## src/rtl/regfile_pkg.sv

```systemverilog
// Shared constants and types for the parametrised register file.
// Optional read bypass is enabled by defining REGFILE_BYPASS_EN.
package regfile_pkg;

  localparam int DEF_WIDTH    = 32;
  localparam int DEF_DEPTH    = 32;
  localparam int DEF_NUM_READ = 2;
  localparam int DEF_TAP0_IDX = 16;
  localparam int DEF_TAP1_IDX = 17;
  localparam int DEF_EXT_IDX  = 20;

  function automatic int addr_w(input int depth);
    return (depth > 2) ? $clog2(depth) : 1;
  endfunction

  localparam int DEF_ADDR_W = addr_w(DEF_DEPTH);

  typedef logic [DEF_NUM_READ*DEF_ADDR_W-1:0] rd_addr_bundle_t;
  typedef logic [DEF_NUM_READ*DEF_WIDTH-1:0]  rd_data_bundle_t;
  typedef logic [DEF_NUM_READ-1:0]            rd_busy_bundle_t;

endpackage

```

## src/rtl/regfile_rd_port.sv

```systemverilog
// One combinational read port: register select, busy select and, when
// REGFILE_BYPASS_EN is defined, same-cycle forwarding of the winning write.
module regfile_rd_port
  import regfile_pkg::*;
#(
  parameter int WIDTH   = DEF_WIDTH,
  parameter int DEPTH   = DEF_DEPTH,
`ifdef REGFILE_BYPASS_EN
  parameter int EXT_IDX = DEF_EXT_IDX,
`endif
  parameter int ADDR_W  = addr_w(DEPTH)
)(
  input  logic [ADDR_W-1:0]            rd_addr,
  input  logic [DEPTH-1:0][WIDTH-1:0]  regs,
  input  logic [DEPTH-1:0]             busy,
`ifdef REGFILE_BYPASS_EN
  input  logic                         wb_we,
  input  logic [ADDR_W-1:0]            wb_addr,
  input  logic [WIDTH-1:0]             wb_data,
  input  logic                         ll_we,
  input  logic [ADDR_W-1:0]            ll_addr,
  input  logic [WIDTH-1:0]             ll_data,
  input  logic                         ext_we,
  input  logic [WIDTH-1:0]             ext_data,
`endif
  output logic [WIDTH-1:0]             rd_data,
  output logic                         rd_busy
);

  always_comb begin
    rd_data = regs[rd_addr];
    rd_busy = busy[rd_addr];
    if (rd_addr == '0) begin
      rd_data = '0;
      rd_busy = 1'b0;
    end
`ifdef REGFILE_BYPASS_EN
    // Forward whichever write will win at the coming edge (wb > ll > ext).
    else if (wb_we && (wb_addr == rd_addr)) begin
      rd_data = wb_data;
    end else if (ll_we && (ll_addr == rd_addr)) begin
      rd_data = ll_data;
      rd_busy = 1'b0;
    end else if (ext_we && (rd_addr == ADDR_W'(EXT_IDX))) begin
      rd_data = ext_data;
    end
`endif
  end

endmodule

```

## src/rtl/regfile_param.sv

```systemverilog
// Register file with WB/LL/external write ports, busy scoreboard and tap outputs.
// Define REGFILE_BYPASS_EN to forward same-cycle write data to the read ports.
module regfile_param
  import regfile_pkg::*;
#(
  parameter int WIDTH    = DEF_WIDTH,
  parameter int DEPTH    = DEF_DEPTH,
  parameter int NUM_READ = DEF_NUM_READ,
  parameter int TAP0_IDX = DEF_TAP0_IDX,
  parameter int TAP1_IDX = DEF_TAP1_IDX,
  parameter int EXT_IDX  = DEF_EXT_IDX,
  localparam int ADDR_W  = addr_w(DEPTH)
)(
  input  logic                         clock,
  input  logic                         ctrl_reset,
  input  logic [NUM_READ*ADDR_W-1:0]   ctrl_readReg,
  output logic [NUM_READ*WIDTH-1:0]    data_readReg,
  output logic [NUM_READ-1:0]          busy_read,
  input  logic                         wb_we,
  input  logic [ADDR_W-1:0]            wb_addr,
  input  logic [WIDTH-1:0]             wb_data,
  input  logic                         ll_set,
  input  logic [ADDR_W-1:0]            ll_set_addr,
  input  logic                         ll_we,
  input  logic [ADDR_W-1:0]            ll_addr,
  input  logic [WIDTH-1:0]             ll_data,
  input  logic                         ext_we,
  input  logic [WIDTH-1:0]             ext_data,
  output logic [WIDTH-1:0]             tap_out0,
  output logic [WIDTH-1:0]             tap_out1
);

  logic [DEPTH-1:0][WIDTH-1:0] regs;
  logic [DEPTH-1:0]            busy;

  // Register 0 is left out of both loops so it stays zero and never busy.
  always_ff @(posedge clock or posedge ctrl_reset) begin
    if (ctrl_reset) begin
      regs <= '0;
      busy <= '0;
    end else begin
      for (int i = 1; i < DEPTH; i++) begin
        if (wb_we && (wb_addr == ADDR_W'(i))) begin
          regs[i] <= wb_data;
        end else if (ll_we && (ll_addr == ADDR_W'(i))) begin
          regs[i] <= ll_data;
        end else if (ext_we && (i == EXT_IDX)) begin
          regs[i] <= ext_data;
        end

        // A new issue in the same cycle as a completion keeps the register busy.
        if (ll_set && (ll_set_addr == ADDR_W'(i))) begin
          busy[i] <= 1'b1;
        end else if (ll_we && (ll_addr == ADDR_W'(i))) begin
          busy[i] <= 1'b0;
        end
      end
    end
  end

  for (genvar g = 0; g < NUM_READ; g++) begin : g_rd
    regfile_rd_port #(
      .WIDTH   (WIDTH),
      .DEPTH   (DEPTH),
`ifdef REGFILE_BYPASS_EN
      .EXT_IDX (EXT_IDX),
`endif
      .ADDR_W  (ADDR_W)
    ) u_rd (
      .rd_addr  (ctrl_readReg[g*ADDR_W +: ADDR_W]),
      .regs     (regs),
      .busy     (busy),
`ifdef REGFILE_BYPASS_EN
      .wb_we    (wb_we),
      .wb_addr  (wb_addr),
      .wb_data  (wb_data),
      .ll_we    (ll_we),
      .ll_addr  (ll_addr),
      .ll_data  (ll_data),
      .ext_we   (ext_we),
      .ext_data (ext_data),
`endif
      .rd_data  (data_readReg[g*WIDTH +: WIDTH]),
      .rd_busy  (busy_read[g])
    );
  end

  assign tap_out0 = regs[TAP0_IDX];
  assign tap_out1 = regs[TAP1_IDX];

endmodule

```

## config.mk

```make
export PLATFORM = sky130hd
export DESIGN_NAME = regfile_param
export DESIGN_NICKNAME = d
export VERILOG_FILES = /design/src/rtl/regfile_pkg.sv /design/src/rtl/regfile_rd_port.sv /design/src/rtl/regfile_param.sv
export SDC_FILE = /design/constraint.sdc
export NUM_CORES = 2
export LEC_CHECK = 0
export BUFFER_PORTS_ARGS = -buffer_cell sky130_fd_sc_hd__buf_4
export CORE_ASPECT_RATIO = 1.25
export CORE_MARGIN = 3
export CORE_UTILIZATION = 55
export CTS_BUF_LIST = sky130_fd_sc_hd__clkbuf_8
export DETAILED_ROUTE_END_ITERATION = 7
export MAX_ROUTING_LAYER = met4
export PLACE_DENSITY = 0.76
export SYNTH_ARGS = -nofsm -noshare
export SYNTH_HDL_FRONTEND = slang
export SYNTH_SLANG_ARGS = --single-unit
```

## constraint.sdc

```tcl
create_clock -name clock -period 37.5 [get_ports clock]
set_input_delay 1.875 -clock clock [delete_from_list [all_inputs] [get_ports clock]]
set_output_delay 1.875 -clock clock [all_outputs]
set_load 0.01 [all_outputs]
```

## After elaboration in Yosys (flattened, before gate mapping)

Cells that the tools add are included.

- Register bits after elaboration: 1,023
- Bits of input ports: 127
- Logic and storage cells: 451

- Order comparisons: 2
- Equality and inequality tests: 93
- Mux-type cells: 137
- Reductions and logical operators: 157

Operators by type and width:

| operator | number |
|---|---|
| $mux W32 | 67 |
| $bmux W32 S5 | 2 |
| $eq A5 B5 Y1 const B | 48 |
| $reduce_bool A2 Y1 | 61 |
| $eq A5 B4 Y1 const B | 24 |
| $logic_and A1 B1 Y1 | 93 |
| $mux W1 | 66 |
| $eq A5 B3 Y1 const B | 12 |
| $eq A5 B2 Y1 const B | 6 |
| $eq A5 B1 Y1 const B | 3 |
| $lt A5 B6 Y1 const B | 2 |
| $bmux W1 S5 | 2 |
| $logic_not A5 Y1 | 2 |
| $reduce_bool A3 Y1 | 1 |

## Depth between registers and ports, before layout

- Word-level depth: 4
- Mapped depth: 9
- Depth with buffers taken out: 4

## By module

A second synthesis with hierarchy kept.

- Cell total of the unflattened synthesis: 6,149
- Area, all modules: 65,864.4 um2

By module, submodules not included:

| module | times used | cells an instance | area each (um2) |
|---|---|---|---|
| regfile_param | 1 | 4,781 | 48,365.1 |
| regfile_rd_port | 2 | 684 | 8,749.6 |

## Least setup slack after synthesis

OpenSTA, ideal clock, no wires.

- Kind: in2out
- Start: input port ctrl_readReg[5]
- End: output port busy_read[1]
- Arrival: 3,262 ps
- Data required time: 35,625 ps
- Setup slack: 32,363 ps
- Stages on the path: 7
- Path buffers: 4
- Cell sequence: buf_4 -> buf_6 -> buf_4 -> mux4_2 -> a22oi_1 -> a211oi_1 -> buf_4

- Cells in the longest elaborated chain, start to end: 3
- Elaborated cells between the ends (all ways): 4
- Those cells by class: mux (3); reduce/logical (1)

Ends and longest elaborated chain:

| element | RTL line | source |
|---|---|---|
| start: declaration | regfile_param.sv:16 | `input logic [NUM_READ*ADDR_W-1:0] ctrl_readReg,` |
| $bmux W1 S5 | regfile_rd_port.sv:32 | `rd_busy = busy[rd_addr];` |
| $mux W1 (implied by the code) | regfile_rd_port.sv:32 |  |
| $mux W1 (*) | regfile_rd_port.sv:33 | `if (rd_addr == '0) begin` |
| end: declaration | regfile_param.sv:18 | `output logic [NUM_READ-1:0] busy_read,` |

Mark *: on every way between the ends. The rest lies on a longest branch, timed or not. The select of a mux whose other input is x is not followed.

## Final worst setup path

- Start: input port ctrl_readReg[5]
- End: output port data_readReg[42]

- Cells in the longest elaborated chain, start to end: 3
- Elaborated cells between the ends (all ways): 4
- Those cells by class: mux (3); reduce/logical (1)

Ends and longest elaborated chain:

| element | RTL line | source |
|---|---|---|
| $bmux W32 S5 | regfile_rd_port.sv:31 | `rd_data = regs[rd_addr];` |
| $mux W32 (implied by the code) | regfile_rd_port.sv:31 |  |
| $mux W32 (*) | regfile_rd_port.sv:33 |  |
| end: declaration | regfile_param.sv:17 | `output logic [NUM_READ*WIDTH-1:0] data_readReg,` |

Marks and branches as above.

==> out/results.ini <==
[sta]
rsz0062_at_grt=false
fmax_ghz=0.112
tns_ns=0
fin_crit_sh_pct=23.7
period_needed_ns=8.91
final_hold_viol_count=0
tightest_slew_ns=1.40
slew_violations=0
setup_viol=0
maxSlewHeadroom_pct=6.23
skew_ns=0

[worst_setup_path]
path_cells=buf_8 > buf_4 > buf_4 > buf_4 > mux2i_1 > o22ai_1 > nor3_1 > a211oi_1 > buf_4
cp_max_fo=80
crit_top_cell=buf_4
cp_data_required_time_ns=35.62
path_class=in2out
start_kind=input pin
slowest_stage=a211oi_1
rr_endpoint=regs[651]
arrival_ns=7.03
ff2ff_setup_slack_ns=36.39
cp_slowest_stage_delay_ns=1.15
critPathCaptureType=primary output
timing.rr.start=regs[651]
rr_worst_depth=3

[global_routing]
gr-usage-all-layers_pct=43.7
antenna_found_initial=39
grt_pass1_vias=56351
grt-ovfl-total=0
grt_max_degree=180
grt_pass1_wl_um=382000

[pwr]
leakage_nw=31.5
comb_power_share_pct=26.6
p_sw_mw=1.27
power_density_nw_per_um2=53.3
p_int_mw=2.46
peakVddDrop_v=0.0000441
switching_share_pct=34.1
pwr-share-seq_pct=44.0
clock_power_share_pct=29.4

[floorplanning]
die_y_um=391
die_x_um=314
rows=140
coreArea_um2=117000
die_area_um2=123000
ios=257
initial_utilization_pct=55.7

[place]
gp_congestion=1.03
placed_cell_area_um2=66200
dp_hpwl_um=152000
portBuffers=256

[synthesis]
synth_cells=6611
ys_types=56
yosysMostFrequentCell=mux2i_1
synth_area_um2=65100
synth_top_area_share_pct=39.3
synthFlopType=dfrtp_1
synth_nets=6738
yosys.area.top_type=dfrtp_1
async_flop_share_pct=100
yosysSeqAreaShare_pct=39.3
synth_commonest_cells=mux2i_1, dfrtp_1, nor2_1
synth.avg_cell_area_um2=9.85
synth-edff-count=0
ys_ff_latch=1023
ys_top_cells_by_area=dfrtp_1, mux2i_1, mux4_2
yosysWarnings=33

[hold_path]
hold_path.class=reg2reg
min_to=busy[24]
hold_path_depth=2
min_from=busy[24]

[clock_network]
cts_resized=0
cts_tree=yes
cts_max_path_buffers=3
cts.clk_slew.worst_paths_ns=0.06
post_cts_buffers=0
holdBufCountCts=0
clkLatencyLatePin_ns=0.86
numCtsBuffers=173
h-tree-depth=4
cts_root_buffer=clkbuf_8
clock_sinks=1023

[job]
maxCapViolCount=0

[run_status]
status=complete, no violations

[routing]
via_count=58016
drt-pass1-iter-count=7
ant_nets=0
routed_wl_um=265000
vias_per_cell=7.17
drt_iter0_markers=8880
wl_per_cell_um=32.7
drc=0

[cells_and_area]
syn_to_final_growth_pct=7.60
layout.nets=6467
drive_above_1_share_pct=16.6
final_cell_area_um2=70100
fill_cells=9801

## sequential cells by signal (all words and copies together), names as in the netlist
register	cells
regs	928
busy	31
tap_out1	32
tap_out0	32
## logic make-up (layout without fill, tap and decap cells)
group | count (synthesis) | count (layout) | share of synthesized area [%]
and+or+nand+nor | 1331 | 1331 | 8.72
muxes | 1866 | 1866 | 31.9
DFF | 1023 | 1023 | 39.3
buffers and inverters | 827 | 704 | 6.37
AOI/OAI and AO/OA | 1564 | 1564 | 13.7
other | 0 | 45 | 0
## how the worst max path moves through the flow
stage | endpoint | startpoint | cells past startpoint
final | data_readReg[42] | ctrl_readReg[5] | 9
after global routing | data_readReg[43] | ctrl_readReg[5] | 9
after CTS | data_readReg[42] | ctrl_readReg[5] | 9
after detailed placement | data_readReg[42] | ctrl_readReg[5] | 9
after global placement | data_readReg[41] | ctrl_readReg[5] | 9
after floorplan | busy[10] | ctrl_reset | 1
## power groups by stage
| stage | clock [mW] | combinational, mW | sequential (mW) |
|---|---|---|---|
| after detailed placement | 0 | 0.960 | 1.65 |
| final | 1.10 | 0.993 | 1.65 |
| after global routing | 1.15 | 1.06 | 1.68 |
| after CTS | 1.10 | 0.961 | 1.63 |
| after floorplan | 0 | 0.727 | 1.57 |
| after global placement | 0 | 0.926 | 1.63 |
## metrics by stage
| stage | hold slack, ns | setup WS, ns | utilization, % | total power, mW | instances |
|---|---|---|---|---|---|
| 3_3_place_gp | 0.485 | 29.04 | 56.5 | 2.56 | 7727 |
| 5_1_grt | 0.551 | 28.73 | 59.9 | 3.89 | 8090 |
| 6_report | 0.509 | 28.59 | 59.9 | 3.74 | 8095 |
| 2_1_floorplan | 0.460 | 6.84 | - | 2.30 | 6611 |
| 3_5_place_dp | 0.496 | 29.00 | 56.5 | 2.61 | 7727 |
| 4_1_cts | 0.508 | 29.00 | 59.8 | 3.69 | 8050 |
## metal layers
| layer | routed length (um) | vias to the layer above | track usage (%) |
|---|---|---|---|
| met5 | 0 | - | - |
| met4 | 27800 | 0 | 36.7 |
| met3 | 40700 | 1804 | 18.3 |
| met2 | 110000 | 5108 | 60.1 |
| met1 | 86600 | 27614 | 49.0 |
| li1 | - | 23490 | - |
## layout make-up
cell class	instances	area, um2	share of cell area [%]
antenna	45	113	0.161
clock buffer	237	3260	4.65
clock inverter	86	552	0.787
inverter	5	26.3	0.0375
multi-input combinational	4761	35700	50.9
sequential	1023	25600	36.5
tap	1562	1950	2.79
timing repair buffer	376	2880	4.10
## cells in the final DEF, fill, tap and decap left out, drive strengths merged, types with 2 or more instances in the layout
master | Yosys | final
o22ai | 298 | 298
dfrtp | 1023 | 1023
nor3 | 154 | 154
and2 | 8 | 8
a22oi | 66 | 66
a31oi | 2 | 2
nor2b | 16 | 16
nand2b | 16 | 16
a21oi | 529 | 529
nor3b | 2 | 2
and4b | 3 | 3
clkinvlp | 0 | 6
o221ai | 19 | 19
o31ai | 4 | 4
and4bb | 3 | 3
or2 | 8 | 8
mux2i | 1539 | 1539
a221oi | 47 | 47
nand4 | 2 | 2
mux2 | 179 | 179
nor2 | 552 | 552
a211oi | 50 | 50
buf | 362 | 376
mux4 | 148 | 148
o21ai | 502 | 502
bufinv | 0 | 5
inv | 5 | 55
or3 | 32 | 32
clkbuf | 460 | 237
diode | 0 | 45
a221o | 19 | 19
nand3 | 4 | 4
nand4bb | 3 | 3
clkinv | 0 | 25
o31a | 16 | 16
nand2 | 517 | 517
nand4b | 6 | 6
a22o | 11 | 11
## worst max-delay path: cells and delay by family
| kind | cells | cell delay [ns] |
|---|---|---|
| simple gates | 1 | 0.11 |
| mux | 1 | 0.18 |
| compound gates | 2 | 1.33 |
| buf+inv | 5 | 3.30 |
No activity file was read; power rests on OpenSTA's default activity.
